`src/rtl/fixpoint_iter_ctrl.sv`:
```
// rtl/fixpoint_iter_ctrl.sv - bounded fixpoint iteration sequencer for a step/check datapath
module fixpoint_iter_ctrl #(
    parameter  int WIDTH    = 30,
    parameter  int MAX_ITER = 10,
    parameter  int SETTLE   = 1,
    localparam int IW       = $clog2(MAX_ITER + 1),
    localparam int CW       = (SETTLE > 1) ? $clog2(SETTLE) : 1
) (
    input  logic             clk,
    input  logic             rst,
    input  logic             start,
    input  logic             abort,
    input  logic [WIDTH-1:0] init_i,
    output logic [WIDTH-1:0] cur_o,
    output logic             eval_o,
    input  logic [WIDTH-1:0] nxt_i,
    input  logic             chk_i,
    output logic             busy,
    output logic             done,
    output logic [1:0]       result,
    output logic [IW-1:0]    iter_o
);

    typedef enum logic [1:0] {
        S_IDLE = 2'd0,
        S_EVAL = 2'd1,
        S_DONE = 2'd2
    } state_t;

    localparam logic [1:0] R_NONE  = 2'b00;
    localparam logic [1:0] R_PASS  = 2'b01;
    localparam logic [1:0] R_FAIL  = 2'b10;
    localparam logic [1:0] R_BOUND = 2'b11;

    state_t          state;
    logic [CW-1:0]   settle_cnt;

    always_ff @(posedge clk or posedge rst) begin
        if (rst) begin
            state      <= S_IDLE;
            cur_o      <= '0;
            eval_o     <= 1'b0;
            busy       <= 1'b0;
            done       <= 1'b0;
            result     <= R_NONE;
            iter_o     <= '0;
            settle_cnt <= '0;
        end else begin
            case (state)
                S_IDLE: begin
                    if (start) begin
                        cur_o      <= init_i;
                        iter_o     <= '0;
                        result     <= R_NONE;
                        settle_cnt <= CW'(SETTLE - 1);
                        eval_o     <= 1'b1;
                        busy       <= 1'b1;
                        state      <= S_EVAL;
                    end
                end
                S_EVAL: begin
                    // Abort beats any verdict, even one landing on the same cycle.
                    if (abort) begin
                        result <= R_NONE;
                        eval_o <= 1'b0;
                        busy   <= 1'b0;
                        state  <= S_IDLE;
                    end else if (settle_cnt != '0) begin
                        settle_cnt <= settle_cnt - CW'(1);
                    end else if (!chk_i || (nxt_i == cur_o) || (iter_o == IW'(MAX_ITER))) begin
                        if (!chk_i)
                            result <= R_FAIL;
                        else if (nxt_i == cur_o)
                            result <= R_PASS;
                        else
                            result <= R_BOUND;
                        eval_o <= 1'b0;
                        done   <= 1'b1;
                        state  <= S_DONE;
                    end else begin
                        cur_o      <= nxt_i;
                        iter_o     <= iter_o + IW'(1);
                        settle_cnt <= CW'(SETTLE - 1);
                    end
                end
                S_DONE: begin
                    done  <= 1'b0;
                    busy  <= 1'b0;
                    state <= S_IDLE;
                end
                default: begin
                    eval_o <= 1'b0;
                    busy   <= 1'b0;
                    done   <= 1'b0;
                    state  <= S_IDLE;
                end
            endcase
        end
    end

endmodule
```
`config.mk`:
```
export PLATFORM = sky130hd
export DESIGN_NAME = fixpoint_iter_ctrl
export DESIGN_NICKNAME = d
export VERILOG_FILES = /design/src/rtl/fixpoint_iter_ctrl.sv
export SDC_FILE = /design/constraint.sdc
export NUM_CORES = 1
export LEC_CHECK = 0
export ABC_CLOCK_PERIOD_IN_PS = 2400
export BUFFER_PORTS_ARGS = -buffer_cell sky130_fd_sc_hd__clkbuf_2
export CAP_MARGIN = 40
export CORE_MARGIN = 1
export CORE_UTILIZATION = 37
export CTS_CLUSTER_SIZE = 25
export DETAILED_ROUTE_END_ITERATION = 8
export PLACE_DENSITY = 0.66
export SLEW_MARGIN = 5
export SYNTH_ARGS = -nofsm -noshare
export SYNTH_HDL_FRONTEND = slang
export SYNTH_SLANG_ARGS = --single-unit
```
`constraint.sdc`:
```
create_clock -name clk -period 2.4 [get_ports clk]
set_input_delay 0.36 -clock clk [delete_from_list [all_inputs] [get_ports clk]]
set_output_delay 0.36 -clock clk [all_outputs]
set_load 0.005 [all_outputs]
```
==> reports/qor.csv <==
metric,value,unit
portBuffers,103,
cts.sinks,41,
avgSynthCellArea,9.473,um2
holdWs,0.04516,ns
worst-endpoint-required,2.59,ns
seq_area_frac_synth,0.4793,
fin_ws,0.4033,ns
h-tree-depth,2,
dp_slack,0.3508,ns
grt_pass1_wl,9.149,mm
yosysWarnings,0,
cp_max_fo,36,
maxCapViolations,0,
crit_path_top_delay_cell,dfrtp_1,
firstDrtPassIters,6,
worst_ir_drop_vdd,0.3260,mV
layout-drive-gt1-share,0.3708,
final_cell_mix,"clkbuf_2 (103), dfrtp_1 (41), nor2_1 (34), a21oi_1 (34)",
max_slew_margin,0.6534,
post_cts_buffers,0,
drt_iter0_drc,63,
cp-end-kind,register,
crit_type,register to register,
fin_crit,1.997,ns
leakage,1.330,nW
drv_slew,0,
setup_tns,0,ns
grt_pass1_vias,1899,
cts_resized,0,
synth_nets,293,
cts_buffers,5,
grt_usage,0.1973,
die_width,78.07,um
arrival,2.18,ns
via_per_inst,5.132,
wl,5.787,mm
diodes,0,
ys_ff_latch,41,
cts_tree,done,
finalSetupViolCount,0,
antenna_found_initial,0,
finalPower,2.307,mW
crit_chain,xnor2_1 > nand4_1 > nor4_1 > a21o_2 > buf_12 > a21boi_1 > a31o_2,
fin_skew,0.004671,ns
route.detailed.drc,0,
fp.dieH,78.07,um
layout_commonest_cell,clkbuf_2,
vias,2058,
finalHoldViolCount,0,
syn_area,0.002141,mm2
rsz0062_at_grt,no,
hold_buffers,0,
fill_cells,540,
grt-ovfl-total,0,
place.gp.congestion,0.7859,
status,"complete, no violations",
max_stage_delay,0.41,ns
power.density,800.7,mW/mm2
ant_nets,0,
initial_core_util,0.3864,
ys_types,29,
finalNetCount,395,
syn_to_final_growth,34.60,%
core_area,0.005540,mm2
io_pins,104,
row_count,27,
dp_hpwl,4.399,mm
cts.clk_slew.worst_paths,0.08,ns
grt_max_degree,37,
min_period_over_period,0.8319,
hp-class,primary input to asynchronous set/reset pin,
start_kind,register,
syn_inst,226,
max_freq,500.8,MHz
wl_per_cell,14.43,um
worstMarginPinSlew,0.5198,ns
cts_root_buffer,clkbuf_8,
clk-insertion-delay-late,0.29,ns
die_area,0.006094,mm2
cts_buffer_depth,2,
-- layout make-up --
cell class | instances | area, um2 | area share
clock buffer | 5 | 68.82 | 0.02388
sequential | 41 | 1026 | 0.3561
timing repair buffer | 110 | 613.1 | 0.2128
multi-input combinational | 166 | 1003 | 0.3482
inverter | 4 | 15.01 | 0.005211
tap | 72 | 90.09 | 0.03126
clock inverter | 3 | 65.06 | 0.02258
-- final timing paths --
path,from,endpoint,slack (ns),depth (start not counted)
min in group clk,chk_i,result[1]$_DFFE_PP0P_,0.30,2
worst max register to register,cur_o[2]$_DFFE_PP0P_,result[0]$_DFFE_PP0P_,0.40,7
worst min-delay path,rst,busy$_DFFE_PP0P_,0.05,2
worst max-delay path,cur_o[2]$_DFFE_PP0P_,result[0]$_DFFE_PP0P_,0.40,7
max in group asynchronous,rst,cur_o[8]$_DFFE_PP0P_,1.89,3
worst min register to register,done$_DFFE_PP0P_,done$_DFFE_PP0P_,0.48,1
-- registers in the layout, indices dropped and copies added, names as in the netlist --
register  count
cur_o        30
iter_o        4
result        2
state         2
busy          1
done          1
eval_o        1
-- critical path: cells and delay by family (launching register included) --
kind                      cells  cell delay (ns)
AOI/OAI and AO/OA             3             0.54
DFF                           1             0.41
and+or+nand+nor               2             0.47
xor gates and xnor gates      1             0.28
buffers and inverters         1             0.20
-- cell families after synthesis --
| kind of cell | share of synthesized area |
|---|---|
| compound gates | 0.2034 |
| xor+xnor | 0.1227 |
| fa+ha+maj | 0.01169 |
| buf+inv | 0.05260 |
| flops | 0.4793 |
| simple gates | 0.1303 |
-- per-layer routing --
layer  vias to the layer above  global-route usage  share of wire  wire, um
li1                       1010                   -              -         -
met1                       956              0.2547           0.45      2632
met2                        83              0.3263           0.47      2716
met3                         9             0.04302          0.056       323
met4                         0             0.06852          0.020       114
met5                         -                   0              0         0
-- through the flow --
step                area, um2  std cells    util
finish                   2882        401  0.5201
global route             2882        401  0.5201
CTS                      2882        401  0.5201
detailed placement       2748        393  0.4959
global placement         2720        392  0.4910
floorplan                2141        226       -
-- power by group --
group          leakage (nW)  internal, mW  switching, mW
clock network        0.0681         0.413          0.244
logic                 0.788         0.353          0.323
registers             0.474         0.835          0.139
-- cells in the mapped netlist (all sizes together) --
cell type  instances  area [um2]
nand2              5       18.77
a21o               2       15.01
buf                8       71.31
o31ai              1       7.510
a31o               1       8.760
nor4               2       12.51
nor3b              1       18.77
o22ai             30       187.7
inv                4       15.01
o21ai              3       15.01
or3                1       6.260
nor3               1       5.000
and2               2       12.51
xnor2             30       262.8
dfrtp             41        1026
o211ai             1       7.510
clkbuf             7       26.28
nor2b              1       6.260
nand3b             1       7.510
a21oi             34       170.2
o21a               1       7.510
nand4              7       43.79
nor2              34       127.6
a311oi             1       8.760
nand3              4       20.02
ha                 2       25.02
a21boi             1       7.510
(Power assumes the default switching activity.)
